[src/rtl/q_action_engine.sv]
// ---------------------------------------------------------------------------
// q_action_engine
//   Q-learning action engine for the tic-tac-toe agent, placed between the
//   per-action Q RAMs and the control unit.
//   SELECT: scans the legal (empty) cells one per cycle and returns the
//           argmax Q. With exploration enabled, it returns an LFSR-chosen
//           legal cell instead.
//   UPDATE: performs a saturating shift-based Q update and pulses a one-hot
//           RAM write enable.
// Ports
//   clock, reset_n          rising-edge clock, async active-low reset
//   start, mode             begin op (IDLE only); 0 = SELECT, 1 = UPDATE
//   q_flat, board           Q(s,a) per action, 2-bit cell codes (00 = empty)
//   explore_en, epsilon     epsilon-greedy control
//   upd_action, q_old,
//   q_next_max, reward      UPDATE operands
//   busy, done              operation in flight / one-cycle result strobe
//   action, q_max, no_move,
//   explored                SELECT results (held until the next done)
//   q_new, en_ram           UPDATE result (held) / write-enable pulse
//   decisions               count of completed SELECTs
// ---------------------------------------------------------------------------
module q_action_engine #(
  parameter int          NUM_ACT  = 9,
  parameter int          QW       = 16,
  parameter int          AW       = 4,
  parameter int          ALPHA_SH = 2,
  parameter int          GAMMA_SH = 1,
  parameter logic [15:0] SEED     = 16'hACE1
) (
  input  logic                  clock,
  input  logic                  reset_n,
  input  logic                  start,
  input  logic                  mode,
  input  logic [NUM_ACT*QW-1:0] q_flat,
  input  logic [2*NUM_ACT-1:0]  board,
  input  logic                  explore_en,
  input  logic [7:0]            epsilon,
  input  logic [AW-1:0]         upd_action,
  input  logic [QW-1:0]         q_old,
  input  logic [QW-1:0]         q_next_max,
  input  logic [QW-1:0]         reward,
  output logic                  busy,
  output logic                  done,
  output logic [AW-1:0]         action,
  output logic [QW-1:0]         q_max,
  output logic                  no_move,
  output logic                  explored,
  output logic [QW-1:0]         q_new,
  output logic [NUM_ACT-1:0]    en_ram,
  output logic [15:0]           decisions
);

  typedef enum logic [2:0] {
    S_IDLE = 3'd0,
    S_SCAN = 3'd1,
    S_PICK = 3'd2,
    S_UPD  = 3'd3,
    S_DONE = 3'd4
  } state_t;

  localparam int                     XW      = QW + 3;
  localparam logic [AW-1:0]          LAST_K  = AW'(NUM_ACT - 1);
  localparam logic [AW-1:0]          K_ONE   = {{(AW-1){1'b0}}, 1'b1};
  localparam logic [NUM_ACT-1:0]     ONE_HOT = {{(NUM_ACT-1){1'b0}}, 1'b1};
  localparam logic [NUM_ACT-1:0]     EN_NONE = {NUM_ACT{1'b0}};
  localparam logic signed [XW-1:0]   SAT_HI  = {4'b0000, {(QW-1){1'b1}}};
  localparam logic signed [XW-1:0]   SAT_LO  = {4'b1111, {(QW-1){1'b0}}};

  // Clamp a widened result back into the signed QW range.
  function automatic logic [QW-1:0] saturate(input logic signed [XW-1:0] x);
    logic [QW-1:0] r;
    if (x > SAT_HI) begin
      r = SAT_HI[QW-1:0];
    end else if (x < SAT_LO) begin
      r = SAT_LO[QW-1:0];
    end else begin
      r = x[QW-1:0];
    end
    return r;
  endfunction

  state_t                 state_q, state_d;
  logic [AW-1:0]          k_q, k_d, rnd_q, rnd_d;
  logic                   explore_q, explore_d;
  logic [NUM_ACT*QW-1:0]  q_flat_q, q_flat_d;
  logic [2*NUM_ACT-1:0]   board_q, board_d;
  logic [AW-1:0]          upd_action_q, upd_action_d;
  logic [QW-1:0]          q_old_q, q_old_d, q_next_max_q, q_next_max_d, reward_q, reward_d;
  logic [AW-1:0]          best_idx_q, best_idx_d, fge_idx_q, fge_idx_d, first_idx_q, first_idx_d;
  logic signed [QW-1:0]   best_val_q, best_val_d;
  logic                   best_vld_q, best_vld_d, fge_vld_q, fge_vld_d, first_vld_q, first_vld_d;
  logic [15:0]            lfsr_q, lfsr_d;
  logic                   busy_q, busy_d, done_q, done_d, no_move_q, no_move_d, explored_q, explored_d;
  logic [AW-1:0]          action_q, action_d;
  logic [QW-1:0]          q_max_q, q_max_d, q_new_q, q_new_d;
  logic [NUM_ACT-1:0]     en_ram_q, en_ram_d;
  logic [15:0]            decisions_q, decisions_d;

  logic                   lfsr_fb_s, cell_legal_s;
  logic signed [QW-1:0]   cell_q_s;
  logic [AW-1:0]          pick_idx_s;
  logic [QW-1:0]          pick_q_s;
  logic signed [XW-1:0]   q_old_x_s, q_nm_x_s, rew_x_s, target_s, step_s, sum_s;

  // Fibonacci LFSR, taps 16,14,13,11 in right-shift form.
  assign lfsr_fb_s = lfsr_q[0] ^ lfsr_q[2] ^ lfsr_q[3] ^ lfsr_q[5];

  // Current scan cell and the cell selected at PICK.
  always_comb begin
    cell_legal_s = (board_q[2*int'(k_q) +: 2] == 2'b00);
    cell_q_s     = q_flat_q[int'(k_q)*QW +: QW];
    // Exploration wraps to the first legal cell when none lies at or above rnd.
    pick_idx_s   = explore_q ? (fge_vld_q ? fge_idx_q : first_idx_q) : best_idx_q;
    pick_q_s     = q_flat_q[int'(pick_idx_s)*QW +: QW];
  end

  // Q update in QW+3 signed bits so the intermediate sums cannot wrap.
  always_comb begin
    q_old_x_s = {{3{q_old_q[QW-1]}}, q_old_q};
    q_nm_x_s  = {{3{q_next_max_q[QW-1]}}, q_next_max_q};
    rew_x_s   = {{3{reward_q[QW-1]}}, reward_q};
    target_s  = rew_x_s + (q_nm_x_s >>> GAMMA_SH);
    step_s    = (target_s - q_old_x_s) >>> ALPHA_SH;
    sum_s     = q_old_x_s + step_s;
  end

  // Next-state and next-output logic.
  always_comb begin
    state_d      = state_q;
    k_d          = k_q;
    rnd_d        = rnd_q;
    explore_d    = explore_q;
    q_flat_d     = q_flat_q;
    board_d      = board_q;
    upd_action_d = upd_action_q;
    q_old_d      = q_old_q;
    q_next_max_d = q_next_max_q;
    reward_d     = reward_q;
    best_idx_d   = best_idx_q;
    best_val_d   = best_val_q;
    best_vld_d   = best_vld_q;
    fge_idx_d    = fge_idx_q;
    fge_vld_d    = fge_vld_q;
    first_idx_d  = first_idx_q;
    first_vld_d  = first_vld_q;
    lfsr_d       = {lfsr_fb_s, lfsr_q[15:1]};
    done_d       = 1'b0;
    en_ram_d     = EN_NONE;
    action_d     = action_q;
    q_max_d      = q_max_q;
    no_move_d    = no_move_q;
    explored_d   = explored_q;
    q_new_d      = q_new_q;
    decisions_d  = decisions_q;

    case (state_q)
      S_IDLE: begin
        if (start) begin
          q_flat_d     = q_flat;
          board_d      = board;
          upd_action_d = upd_action;
          q_old_d      = q_old;
          q_next_max_d = q_next_max;
          reward_d     = reward;
          explore_d    = explore_en && (lfsr_q[7:0] < epsilon);
          rnd_d        = AW'(lfsr_q[15:8] % NUM_ACT);
          k_d          = {AW{1'b0}};
          best_vld_d   = 1'b0;
          fge_vld_d    = 1'b0;
          first_vld_d  = 1'b0;
          state_d      = mode ? S_UPD : S_SCAN;
        end else begin
          state_d = S_IDLE;
        end
      end
      S_SCAN: begin
        if (cell_legal_s) begin
          // Strict > keeps the lowest index on a tie.
          if (!best_vld_q || (cell_q_s > best_val_q)) begin
            best_vld_d = 1'b1;
            best_idx_d = k_q;
            best_val_d = cell_q_s;
          end else begin
            best_vld_d = best_vld_q;
          end
          if (!fge_vld_q && (k_q >= rnd_q)) begin
            fge_vld_d = 1'b1;
            fge_idx_d = k_q;
          end else begin
            fge_vld_d = fge_vld_q;
          end
          if (!first_vld_q) begin
            first_vld_d = 1'b1;
            first_idx_d = k_q;
          end else begin
            first_vld_d = first_vld_q;
          end
        end else begin
          best_vld_d = best_vld_q;
        end
        if (k_q == LAST_K) begin
          state_d = S_PICK;
        end else begin
          k_d = k_q + K_ONE;
        end
      end
      S_PICK: begin
        state_d     = S_DONE;
        done_d      = 1'b1;
        decisions_d = decisions_q + 16'd1;
        if (!first_vld_q) begin
          no_move_d  = 1'b1;
          explored_d = 1'b0;
          action_d   = {AW{1'b0}};
          q_max_d    = {QW{1'b0}};
        end else begin
          no_move_d  = 1'b0;
          explored_d = explore_q;
          action_d   = pick_idx_s;
          q_max_d    = pick_q_s;
        end
      end
      S_UPD: begin
        state_d  = S_DONE;
        done_d   = 1'b1;
        q_new_d  = saturate(sum_s);
        en_ram_d = (int'(upd_action_q) < NUM_ACT) ? (ONE_HOT << upd_action_q) : EN_NONE;
      end
      S_DONE: begin
        // A start seen here is deliberately dropped.
        state_d = S_IDLE;
      end
      default: begin
        state_d = S_IDLE;
      end
    endcase

    busy_d = (state_d != S_IDLE);
  end

  // State, captured operands and registered outputs.
  always_ff @(posedge clock or negedge reset_n) begin
    if (!reset_n) begin
      state_q      <= S_IDLE;
      k_q          <= {AW{1'b0}};
      rnd_q        <= {AW{1'b0}};
      explore_q    <= 1'b0;
      q_flat_q     <= {(NUM_ACT*QW){1'b0}};
      board_q      <= {(2*NUM_ACT){1'b0}};
      upd_action_q <= {AW{1'b0}};
      q_old_q      <= {QW{1'b0}};
      q_next_max_q <= {QW{1'b0}};
      reward_q     <= {QW{1'b0}};
      best_idx_q   <= {AW{1'b0}};
      best_val_q   <= {QW{1'b0}};
      best_vld_q   <= 1'b0;
      fge_idx_q    <= {AW{1'b0}};
      fge_vld_q    <= 1'b0;
      first_idx_q  <= {AW{1'b0}};
      first_vld_q  <= 1'b0;
      lfsr_q       <= SEED;
      busy_q       <= 1'b0;
      done_q       <= 1'b0;
      action_q     <= {AW{1'b0}};
      q_max_q      <= {QW{1'b0}};
      no_move_q    <= 1'b0;
      explored_q   <= 1'b0;
      q_new_q      <= {QW{1'b0}};
      en_ram_q     <= EN_NONE;
      decisions_q  <= 16'd0;
    end else begin
      state_q      <= state_d;
      k_q          <= k_d;
      rnd_q        <= rnd_d;
      explore_q    <= explore_d;
      q_flat_q     <= q_flat_d;
      board_q      <= board_d;
      upd_action_q <= upd_action_d;
      q_old_q      <= q_old_d;
      q_next_max_q <= q_next_max_d;
      reward_q     <= reward_d;
      best_idx_q   <= best_idx_d;
      best_val_q   <= best_val_d;
      best_vld_q   <= best_vld_d;
      fge_idx_q    <= fge_idx_d;
      fge_vld_q    <= fge_vld_d;
      first_idx_q  <= first_idx_d;
      first_vld_q  <= first_vld_d;
      lfsr_q       <= lfsr_d;
      busy_q       <= busy_d;
      done_q       <= done_d;
      action_q     <= action_d;
      q_max_q      <= q_max_d;
      no_move_q    <= no_move_d;
      explored_q   <= explored_d;
      q_new_q      <= q_new_d;
      en_ram_q     <= en_ram_d;
      decisions_q  <= decisions_d;
    end
  end

  assign busy      = busy_q;
  assign done      = done_q;
  assign action    = action_q;
  assign q_max     = q_max_q;
  assign no_move   = no_move_q;
  assign explored  = explored_q;
  assign q_new     = q_new_q;
  assign en_ram    = en_ram_q;
  assign decisions = decisions_q;

endmodule

[config.mk]
export PLATFORM = sky130hd
export DESIGN_NAME = q_action_engine
export DESIGN_NICKNAME = d
export VERILOG_FILES = /design/src/rtl/q_action_engine.sv
export SDC_FILE = /design/constraint.sdc
export NUM_CORES = 1
export LEC_CHECK = 0
export ABC_AREA = 1
export CAP_MARGIN = 20
export CORE_ASPECT_RATIO = 1.2
export CORE_MARGIN = 1
export CORE_UTILIZATION = 50
export CTS_CLUSTER_SIZE = 25
export DETAILED_ROUTE_END_ITERATION = 12
export GPL_TIMING_DRIVEN = 0
export PLACE_DENSITY = 0.75
export SYNTH_ARGS = -nofsm -noshare
export SYNTH_HDL_FRONTEND = slang
export SYNTH_SLANG_ARGS = --single-unit
[constraint.sdc]
create_clock -name clock -period 10.5 [get_ports clock]
set_input_delay 2.1 -clock clock [delete_from_list [all_inputs] [get_ports clock]]
set_output_delay 2.1 -clock clock [all_outputs]
set_load 0.005 [all_outputs]
### Word-level counts from Yosys, hierarchy flattened

Cells that the tools add are included.

| storage, ports and cells | value |
|---|---|
| flip-flop bits (word level) | 338 |
| bits in latches | 0 |
| RAM bits | 0 |
| bits in read-only memories | 0 |
| output and inout bits | 65 |
| memories kept | 0 |

| cells by class | value |
|---|---|
| add/subtract/negate cells | 5 |
| multipliers | 0 |
| divide/modulo/power cells | 1 |
| $lt $le $gt $ge | 6 |
| equal/unequal tests | 9 |
| shift-type cells | 4 |
| multiplexer cells | 27 |
| bitwise gates (word level) | 4 |
| reductions and logical operators | 18 |

Operators with widths:

| kind | count |
|---|---|
| 144-bit by 9-bit variable part select with 16-bit output | 2 |
| 16-bit two-way mux | 3 |
| 8-bit by 4-bit modulo with 32-bit output (second input constant) | 1 |
| 4-bit two-way mux | 5 |
| 9-bit two-way mux | 2 |
| 18-bit by 6-bit variable part select with 2-bit output | 1 |
| 17-bit by 16-bit subtractor with 18-bit output | 1 |
| 16-bit by 15-bit adder with 17-bit output | 1 |
| 16-bit by 16-bit adder with 17-bit output | 1 |
| 17-bit by 16-bit > comparator with 1-bit output (second input constant) | 1 |
| 17-bit by 16-bit < comparator with 1-bit output (second input constant) | 1 |
| 16-bit by 1-bit adder with 16-bit output (second input constant) | 1 |
| 16-bit > comparator | 1 |
| 3-bit AND reduction | 5 |
| 2-bit != test (second input constant) | 5 |
| 1-bit two-way mux | 9 |
| 3-bit one-hot mux with 3 select lines | 1 |
| 1-bit by 4-bit << shifter with 9-bit output (first input constant) | 1 |
| 8-bit < comparator | 1 |
| 4-bit one-hot mux with 2 select lines | 1 |
| 4-bit AND reduction | 2 |
| 3-bit by 2-bit == test with 1-bit output (second input constant) | 2 |
| 1-bit one-hot mux with 2 select lines | 3 |
| 4-bit by 1-bit adder with 4-bit output (second input constant) | 1 |
| 17 further kinds | 22 |

### Logic depth before layout (Yosys ltp)

Gate-level depths: netlist of run 1.

| logic depth | value |
|---|---|
| depth after elaboration | 6 |
| depth in mapped cells | 33 |
| gate-level depth less buffers | 33 |

### Worst setup path after synthesis of run 1

No wires, ideal clock.

| timing path | value |
|---|---|
| kind | register -> register |
| start | register q_old_q[1] |
| end | register q_new_q[4], in the netlist q_new[4] |
| arrival time | 4.757 ns |
| required time | 10.379 ns |
| path slack | 5.622 ns |
| cell stages (with the launch flop) | 28 |
| cells stage by stage | dfrtp_1 -> fa_1 -> inv_1 -> ha_1 -> nand2_1 -> o21bai_1 -> a21oi_1 -> o21bai_1 -> a21oi_1 -> o21bai_1 -> a21oi_1 -> o21bai_1 -> a21oi_1 -> o21bai_1 -> nand3_1 -> nand2_1 -> a21oi_1 -> xnor2_1 -> ha_1 -> inv_1 -> nor4_1 -> nand3_1 -> nand2_1 -> xor2_1 -> nor2_1 -> clkbuf_1 -> nor3b_1 -> o22a_1 |

| on the way | value |
|---|---|
| cells in the longest elaborated chain, start to end | 5 |
| elaborated cells between the ends (all ways) | 6 |

Ends and longest elaborated chain:

| element | RTL line | text |
|---|---|---|
| from (decl) | 89 | `logic [QW-1:0] q_old_q, q_old_d, q_next_max_q, q_next_max_d, reward_q, reward_d;` |
| from (signal assigned) | 252 | `q_old_q <= {QW{1'b0}};` |
| from (signal assigned) | 280 | `q_old_q <= q_old_d;` |
| 17-bit by 16-bit subtractor with 18-bit output | 124 | `step_s = (target_s - q_old_x_s) >>> ALPHA_SH;` |
| 16-bit by 16-bit adder with 17-bit output (*) | 125 | `sum_s = q_old_x_s + step_s;` |
| 17-bit by 16-bit < comparator with 1-bit output | 75 | `end else if (x < SAT_LO) begin` |
| 16-bit two-way mux | 75 |  |
| 16-bit two-way mux (*) | 73 | `if (x > SAT_HI) begin` |
| to (signal assigned) | 269 | `q_new_q <= {QW{1'b0}};` |
| to (signal assigned) | 297 | `q_new_q <= q_new_d;` |
| to (decl) | 96 | `logic [QW-1:0] q_max_q, q_max_d, q_new_q, q_new_d;` |

Mark *: on every way between the ends. The rest lies on a longest branch, timed or not.
A chain may end at the register's enable or synchronous reset.

### Worst setup path after layout of run 1

| timing path | value |
|---|---|
| start | register q_old_q[1] |
| end | register q_new_q[10], in the netlist q_new[10] |

The elaborated chain is that of the path after synthesis.

==> results of run 1 <==
## area by class of cell
cell class	instances	area, um^2
clock buffers	53	1040
plain buffers	116	455
inverters	228	858
clock inverters	13	119
repair buffers	293	2990
flip-flops and latches	337	8440
multi-input cells	1624	8720
fillers	3149	12900
well taps	468	586
diodes	1	2.50
## synthesized netlist by cell type, types with 7 or more instances
cell type | number | area share, %
nand2_1 | 716 | 15
dfrtp_1 | 329 | 45
o21ai_0 | 244 | 6.6
inv_1 | 219 | 4.4
a21oi_1 | 123 | 3.3
nor2_1 | 114 | 2.3
clkbuf_1 | 95 | 1.9
ha_1 | 68 | 4.6
nand3_1 | 68 | 1.8
o211ai_1 | 37 | 1.5
xor2_1 | 34 | 1.6
o31ai_1 | 20 | 0.81
buf_1 | 17 | 0.35
o221ai_1 | 17 | 0.81
a31o_2 | 16 | 0.76
a32o_1 | 16 | 0.87
fa_1 | 16 | 1.7
nand2_2 | 13 | 0.44
nand4_1 | 13 | 0.44
o22a_1 | 12 | 0.57
xnor2_1 | 11 | 0.52
o21bai_1 | 10 | 0.41
nor3_1 | 9 | 0.24
dfstp_2 | 8 | 1.1
nand3_2 | 8 | 0.43
nand2_4 | 7 | 0.43
o21ai_1 | 7 | 0.19
## cell usage in the layout (no fill, tap or decap), drive strengths merged, types with 3 or more instances in the layout
master,instances
a21oi,124
a22o,3
a31o,16
a32o,16
buf,24
clkbuf,149
clkdlybuf4s50,289
clkinv,12
dfrtp,329
dfstp,8
fa,16
ha,68
inv,227
nand2,736
nand3,77
nand3b,5
nand4,14
nor2,123
nor3,9
nor3b,4
nor4,3
o2111ai,4
o211ai,37
o21a,6
o21ai,252
o21bai,10
o221ai,17
o22a,12
o31ai,20
xnor2,11
xor2,34
## sequential cells by signal (all words and copies together), names as in the netlist, 3 cells and up
name / cells
en_ram: 9
q_flat_q: 144
best_val_q: 16
board_q: 18
rnd_q: 4
first_idx_q: 4
q_new: 16
k_q: 4
action: 4
state_q: 3
q_old_q: 16
q_max: 16
best_idx_q: 4
decisions: 16
upd_action_q: 4
reward_q: 16
lfsr_q: 16
q_next_max_q: 15
fge_idx_q: 4
## metal layers
metal  vias up  track usage (%)  share of wire (%)
li1       8209                -                  -
met1      8351             42.4                 41
met4         4             17.2                5.3
met3       172             5.01                6.7
met2       742             54.3                 47
met5         -                0              0.044
## critical path, stage by stage (launching register included)
cell      delay, ps
dfrtp_1         440
fa_1            550
inv_1            50
ha_1            260
nand2_1          40
o21bai_1        200
a21oi_1         150
o21bai_1        230
a21oi_1         130
o21bai_1        470
a21oi_1         190
o21bai_1        250
a21oi_1         140
o21bai_1        330
nand3_1         120
nand2_1         110
a21oi_1          80
xnor2_1         130
ha_1            330
inv_1            80
nor4_1          380
nand3_1         120
nand2_1         110
xor2_1           80
nor2_1          330
clkbuf_1        460
nor2_1          100
o22a_1          170
## cells by family after synthesis
kind of cell | Yosys count | share of synthesized area, %
DFF | 337 | 45.7
AOI/OAI and AO/OA | 524 | 16.8
and+or+nand+nor | 971 | 21.9
adders and majority gates | 84 | 6.34
buffers and inverters | 344 | 7.11
xor gates and xnor gates | 45 | 2.13
## path summary, 6_finish.rpt
kind	to	slack [ps]
max	q_new[10]$_DFFE_PN0P_	4330
min	lfsr_q[6]$_DFF_PN1_	370
max reg2reg	q_new[10]$_DFFE_PN0P_	4330
min reg2reg	lfsr_q[6]$_DFF_PN1_	370
max in group asynchronous	q_max[13]$_DFFE_PN0P_	7780
min in group asynchronous	q_next_max_q[9]$_DFFE_PN0P_	1470
## metrics by stage
stage,TNS [ps],cells
after CTS,0,3132
after detailed placement,0,3066
after global placement,-2355820,3063
final,0,3133
after global routing,0,3133
after floorplan,0,2305
==> impl_metrics.csv, run 1 <==
group,metric,value,unit
global_route,grt_pass1_wl,95300,um
routing,vias,17500,
synth,syn-num-nets,2616,
cells_and_area,fin_util,64.2,%
worst_hold_path,hold_path.class,"reg -> reg",
global_route,first_global_vias,17500,
critical_path,startpoint,"q_old_q[1]$_DFFE_PN0P_",
synth,syn_avg_cell_area,8.02,um^2
global_route,grt_overflow_total,0,
clock_tree,cts_htree_levels,2,
clock_tree,cts_setup_buffers,0,
cells_and_area,fin_area,0.0232,mm^2
routing,drt-initial-drc-count,1407,
floorplan,die_w,178,um
sta,grt_setup_unrepaired,"no",
sta,hold_viol,0,
sta,fin_hold_ws,370,ps
global_route,grt_max_degree,114,
global_route,track_usage,33.1,%
routing,postRouteAntennaNets,0,
synth,ys_warn_count,0,
sta,setup_violations,0,
sta,worstMarginPinSlew,1040,ps
synth,synth_cell_types,52,
floorplan,initial_utilization,51.1,%
routing,wl_per_cell,19.6,um
floorplan,die-area,0.0377,mm^2
outcome,outcome,"completed",
sta,drv_slew,0,
critical_path,worstSetupPathType,"reg -> reg",
placement,pre_cts_ws,4450,ps
routing,wl,61400,um
sta,timing.slew.headroom,30.5,%
clock_tree,root_buffer,"clkbuf_16",
sta,fin_skew,25.1,ps
clock_tree,insertion_delay,550,ps
critical_path,start_kind,"register",
critical_path,endpoint_kind,"register",
cells_and_area,final_nets,2948,
placement,routabilityCongestion,1.02,
worst_hold_path,min_from,"lfsr_q[7]$_DFF_PN1_",
routing,dr.pass1.iters,5,
synth,synthArstFlopShare,100,%
sta,setup_ws,4330,ps
routing,drc,0,
floorplan,die_h,213,um
synth,synthFlopType,"dfrtp_1",
clock_tree,clock_sinks,337,
clock_tree,cts.path.max_buffers,3,
sta,fmax,0.162,GHz
critical_path,crit_fanout,10,
synth,synth_edf_count,0,
floorplan,io_pins,292,
cells_and_area,drive_above_1_share,5.11,%
placement,post_dp_cell_area,0.0221,mm^2
clock_tree,ctsResizeCount,0,
placement,dp_hpwl,47200,um
sta,period_minus_slack,6170,ps
global_route,antenna_found_initial,3,
synth,synth_seq_cells,337,
critical_path,r2r_start,"q_old_q[1]$_DFFE_PN0P_",
run,cap_viol_max_count,0,
synth,yosysSeqAreaShare,45.7,%
sta,period_share,58.8,%
routing,avgViaCountPerCell,5.58,
worst_hold_path,min_delay_path_depth,0,
placement,io_buffers,290,
clock_tree,cts.clk_slew.worst_paths,70,ps
cells_and_area,area_growth,25.6,%
critical_path,arrival,6610,ps
floorplan,row_count,76,
clock_tree,cts_hold_buf,0,
critical_path,cp_data_required_time,10940,ps
clock_tree,tritoncts.num_buffers,37,
synth,netlist_instances,2305,
clock_tree,cts_tree,"built",
floorplan,core,0.0361,mm^2
critical_path,reg2reg_depth,27,
synth,synthesis.area,0.0185,mm^2
Power of run 1 is left out: the tool's default activity adds up to more than one toggle a clock period on the data nets, which glitch-free logic cannot reach.
==> inputs of run 2 (changes only) <==
==> constraint.sdc (replaced) <==
create_clock -name clock -period 5.8 [get_ports clock]
set_input_delay 1.16 -clock clock [delete_from_list [all_inputs] [get_ports clock]]
set_output_delay 1.16 -clock clock [all_outputs]
set_load 0.005 [all_outputs]
==> impl_metrics.csv, run 2 (synthesized netlist as in run 1, its figures left out) <==
group,metric,value,unit
routing,postRouteAntennaNets,0,
critical_path,start_kind,"register",
critical_path,slowest_delay,550,ps
cells_and_area,drive_above_1_share,5.55,%
routing,vias,17500,
floorplan,die-area,0.0377,mm^2
worst_hold_path,hold_path.class,"reg -> reg",
cells_and_area,fillCellCount,3140,
floorplan,die_w,178,um
floorplan,die_h,213,um
sta,setup_violations,0,
critical_path,critical_path.slowest_cell,"fa_1",
floorplan,io_pins,292,
sta,timing.slew.headroom,29.7,%
critical_path,r2r_start,"q_old_q[1]$_DFFE_PN0P_",
sta,fin_skew,24.3,ps
sta,hold_viol,0,
clock_tree,cts.clk_slew.worst_paths,70,ps
critical_path,endpoint_kind,"register",
cells_and_area,multi_input_area,0.00874,mm^2
outcome,outcome,"completed",
critical_path,worstSetupPathType,"reg -> reg",
critical_path,arrival,5930,ps
cells_and_area,fin_cells,3138,
placement,io_buffers,290,
critical_path,startpoint,"q_old_q[1]$_DFFE_PN0P_",
global_route,first_global_vias,17500,
sta,period_share,93.9,%
routing,wl,61500,um
routing,drc,0,
clock_tree,root_buffer,"clkbuf_16",
clock_tree,tritoncts.num_buffers,37,
clock_tree,cts_hold_buf,0,
sta,worstMarginPinSlew,1050,ps
cells_and_area,layout_commonest_cell,"nand2_1",
critical_path,r2r_setup_slack,350,ps
sta,grt_setup_unrepaired,"yes",
critical_path,crit_fanout,10,
routing,wl_per_cell,19.6,um
placement,dp_hpwl,47200,um
floorplan,core,0.0361,mm^2
cells_and_area,final_nets,2953,
floorplan,initial_utilization,51.1,%
routing,avgViaCountPerCell,5.57,
clock_tree,cts.path.max_buffers,3,
cells_and_area,seqCellArea,0.00844,mm^2
cells_and_area,largest_registers,"q_flat_q x144, board_q x18",
sta,drv_slew,0,
floorplan,row_count,76,
clock_tree,insertion_delay,550,ps
run,cap_viol_max_count,0,
global_route,grt_pass1_wl,95300,um
critical_path,cp_data_required_time,6280,ps
placement,dp_cells,3066,
routing,drt-initial-drc-count,1509,
sta,fin_hold_ws,371,ps
clock_tree,clock_sinks,337,
placement,routabilityCongestion,1.02,
routing,dr.pass1.iters,6,
sta,fmax,0.184,GHz
worst_hold_path,min_from,"lfsr_q[7]$_DFF_PN1_",
sta,period_minus_slack,5450,ps
global_route,track_usage,33.1,%
cells_and_area,regMostFlops,"q_flat_q",
critical_path,crit_family,"compound AO/OA/AOI/OAI gates",
global_route,antenna_found_initial,3,
critical_path,crit_top_cell,"nand2_1",
cells_and_area,largest_reg_flops,144,
clock_tree,cts_tree,"built",
global_route,grt_max_degree,114,
clock_tree,cts_htree_levels,2,
global_route,grt_overflow_total,0,
cells_and_area,area_growth,25.9,%
cells_and_area,layout_common_cells,"716 x nand2_1, 329 x dfrtp_1, 289 x clkdlybuf4s50_1",
critical_path,critPathBufInv,3,
[run 2: worst register-to-register path, cell delays in order (launching register included)]
cell and delay [ps]:
dfrtp_1 440, fa_1 560, inv_1 50, ha_1 260, nand2_1 40, o21bai_1 200, a21oi_1 150, o21bai_1 280
a21oi_2 110, o21bai_2 230, a21oi_1 130, o21bai_1 240, a21oi_1 160, o21bai_2 240, nand3_1 100, nand2_1 100
a21oi_1 80, xnor2_1 130, ha_1 330, inv_1 90, nor4_2 310, nand3_1 110, nand2_1 110, xor2_1 210
nand2_1 170, nand2_1 150, clkbuf_4 230, o22a_1 170
[run 2: layout make-up]
class                      count  share of cell area, %
buffer                       116                   1.98
timing repair buffer         298                   13.0
clock inverter                13                  0.511
sequential                   337                   36.3
inverter                     228                   3.69
multi-input combinational   1624                   37.6
clock buffer                  53                   4.45
antenna                        1                 0.0108
tap                          468                   2.52
[run 2: metal layers]
metal  routed length, um  global-route usage [%]  vias to the layer above  share of wire (%)
met4                3380                    17.2                        4                5.5
li1                    -                       -                     8217                  -
met1               25100                    42.4                     8344                 41
met2               28900                    54.3                      726                 47
met5                  27                       0                        -              0.044
met3                4030                    5.01                      191                6.6
[run 2: stage by stage]
stage | instance area [um^2] | util, % | TNS [ps] | setup WS (ps)
2_1_floorplan | 18500 | - | 0 | 922
3_3_place_gp | 22000 | 60.8 | -3624720 | -10890
3_5_place_dp | 22100 | 61.0 | -2420 | -247
4_1_cts | 23200 | 64.3 | 0 | 63.4
5_1_grt | 23300 | 64.4 | -30.0 | -19.6
6_report | 23300 | 64.4 | 0 | 353
[run 2: path summary, 6_finish.rpt]
path                                                to  cells past startpoint
max in group asynchronous        q_max[13]$_DFFE_PN0P_                      3
hold / removal                     lfsr_q[6]$_DFF_PN1_                      0
setup / recovery                 q_new[11]$_DFFE_PN0P_                     27
hold reg to reg                    lfsr_q[6]$_DFF_PN1_                      0
setup reg to reg                 q_new[11]$_DFFE_PN0P_                     27
min in group asynchronous  q_next_max_q[9]$_DFFE_PN0P_                      1
[run 2: repair_timing]
item                                    CTS  global route
endpoints found under the setup margin   11            15
pin swaps                                 0             4
gates resized for setup                   3             7
buffers inserted                          0             5
Power of run 2 is left out for the same reason.
==> inputs of run 3 (changes only) <==
--- a/config.mk
+++ b/config.mk
@@ -10,10 +10,12 @@
 export CORE_ASPECT_RATIO = 1.2
 export CORE_MARGIN = 1
 export CORE_UTILIZATION = 50
+export CTS_CLUSTER_DIAMETER = 120
 export CTS_CLUSTER_SIZE = 25
 export DETAILED_ROUTE_END_ITERATION = 12
-export GPL_TIMING_DRIVEN = 0
+export GPL_TIMING_DRIVEN = 1
 export PLACE_DENSITY = 0.75
+export REMOVE_ABC_BUFFERS = 1
 export SYNTH_ARGS = -nofsm -noshare
 export SYNTH_HDL_FRONTEND = slang
 export SYNTH_SLANG_ARGS = --single-unit
==> impl_metrics.csv, run 3 (synthesized netlist as in run 1, its figures left out) <==
group,metric,value,unit
outcome,outcome,"completed",
sta,worstMarginPinSlew,1170,ps
routing,avgViaCountPerCell,5.48,
cells_and_area,area_growth,20.5,%
routing,wl_per_cell,16.4,um
sta,fmax,0.186,GHz
floorplan,initial_utilization,51.1,%
placement,dp_hpwl,34000,um
floorplan,die_h,213,um
critical_path,worstSetupPathType,"reg -> reg",
global_route,first_global_vias,16200,
global_route,grt_pass1_wl,79300,um
floorplan,core,0.0361,mm^2
clock_tree,root_buffer,"clkbuf_16",
sta,period_minus_slack,5370,ps
critical_path,crit_family,"compound AO/OA/AOI/OAI gates",
placement,pre_cts_ws,30.8,ps
routing,vias,16400,
critical_path,arrival,5830,ps
floorplan,die_w,178,um
clock_tree,ctsResizeCount,0,
clock_tree,insertion_delay,520,ps
sta,setup_ws,429,ps
critical_path,crit_top_cell,"a21oi_1",
clock_tree,cts_tree,"built",
routing,dr.pass1.iters,7,
critical_path,cp_data_required_time,6260,ps
routing,drc,0,
critical_path,crit_fanout,12,
cells_and_area,largest_reg_flops,144,
critical_path,reg2reg_depth,26,
clock_tree,cts.path.max_buffers,3,
sta,period_share,92.6,%
global_route,grt_overflow_total,0,
critical_path,critical_path.slowest_cell,"fa_1",
cells_and_area,fillCellCount,3185,
placement,dp_cells,2969,
worst_hold_path,min_delay_path_depth,0,
clock_tree,cts_hold_buf,0,
sta,hold_viol,0,
critical_path,start_kind,"register",
global_route,antenna_found_initial,4,
cells_and_area,layout_common_cells,"715 x nand2_1, 327 x dfrtp_1, 289 x clkdlybuf4s50_1",
sta,timing.slew.headroom,21.6,%
global_route,grt_max_degree,145,
global_route,track_usage,26.1,%
placement,routabilityCongestion,0.855,
sta,grt_setup_unrepaired,"no",
run,cap_viol_max_count,0,
routing,drt-initial-drc-count,1328,
clock_tree,cts.clk_slew.worst_paths,100,ps
cells_and_area,final_nets,2831,
clock_tree,cts_htree_levels,1,
floorplan,io_pins,292,
cells_and_area,drive_above_1_share,5.07,%
placement,io_buffers,290,
floorplan,row_count,76,
routing,wl,49200,um
critical_path,critPathBufInv,2,
clock_tree,clock_sinks,337,
sta,drv_slew,0,
cells_and_area,regMostFlops,"q_flat_q",
cells_and_area,multi_input_area,0.00878,mm^2
clock_tree,cts_setup_buffers,0,
routing,postRouteAntennaNets,0,
floorplan,die-area,0.0377,mm^2
sta,setup_violations,0,
critical_path,endpoint_kind,"register",
cells_and_area,fin_cells,2997,
worst_hold_path,hold_path.class,"reg -> reg",
sta,fin_skew,26.6,ps
cells_and_area,seqCellArea,0.00845,mm^2
critical_path,path_depth,26,
cells_and_area,largest_registers,"q_flat_q x144, board_q x18",
critical_path,slowest_delay,550,ps
cells_and_area,layout_commonest_cell,"nand2_1",
clock_tree,tritoncts.num_buffers,17,
==> run 3: cell count changes in the layout (fill, tap and decap cells not counted), moves of 6 or more <==
cell,change
clkbuf_8,-6
clkbuf_1,-98
buf_4,+14
clkbuf_16,-20
clkinv_2,-8
buf_1,-17
==> run 3: final timing paths <==
kind	endpoint	slack (ps)	from
max in group asynchronous	lfsr_q[14]$_DFF_PN0_	4000	reset_n
min in group asynchronous	q_flat_q[26]$_DFFE_PN0P_	560	reset_n
worst max register to register	q_new[4]$_DFFE_PN0P_	430	q_old_q[1]$_DFFE_PN0P_
worst min-delay path	lfsr_q[5]$_DFF_PN1_	360	lfsr_q[6]$_DFF_PN1_
worst min register to register	lfsr_q[5]$_DFF_PN1_	360	lfsr_q[6]$_DFF_PN1_
worst max-delay path	q_new[4]$_DFFE_PN0P_	430	q_old_q[1]$_DFFE_PN0P_
==> run 3: layout make-up <==
class,count,area share [%]
clock inverters,1,0.0730
flip-flops and latches,337,37.9
repair buffers,312,14.0
well taps,468,2.63
inverters,228,3.89
multi-input cells,1624,39.5
clock buffers,23,2.01
diodes,4,0.0450
==> run 3: stage by stage <==
stage               util, %  cell area, um^2  setup TNS [ps]  hold WS [ps]
floorplan                 -            18000         -760150           356
global placement       60.3            21800               0           361
detailed placement     60.3            21800               0           364
CTS                    61.6            22200               0           356
global route           61.6            22300               0           361
finish                 61.6            22300               0           355
==> run 3: worst reg2reg max path: stages, from the launching register on <==
cell      delay [ps]
dfrtp_1          430
fa_1             550
inv_1             40
ha_1             270
nand2_1           40
o21bai_1         180
a21oi_1          130
o21bai_1         230
a21oi_1          150
o21bai_2         190
a21oi_1          120
o21bai_1         200
a21oi_1          120
o21bai_1         250
nand3_1          110
nand2_1          110
a21oi_1           90
xnor2_1          130
ha_1             340
inv_1             90
nor4_1           410
nand3_1          130
nand2_1          100
xor2_1           270
nand2_1          180
nand2_2          240
o22a_1           190
==> run 3: metal layers <==
metal / routed length (um) / up-vias / track usage (%)
met5: 0 / - / 0
met4: 1650 / 0 / 9.84
met3: 2640 / 113 / 2.16
met2: 24700 / 534 / 46.4
met1: 20200 / 7823 / 33.0
li1: - / 7949 / -
Power of run 3 is left out for the same reason.
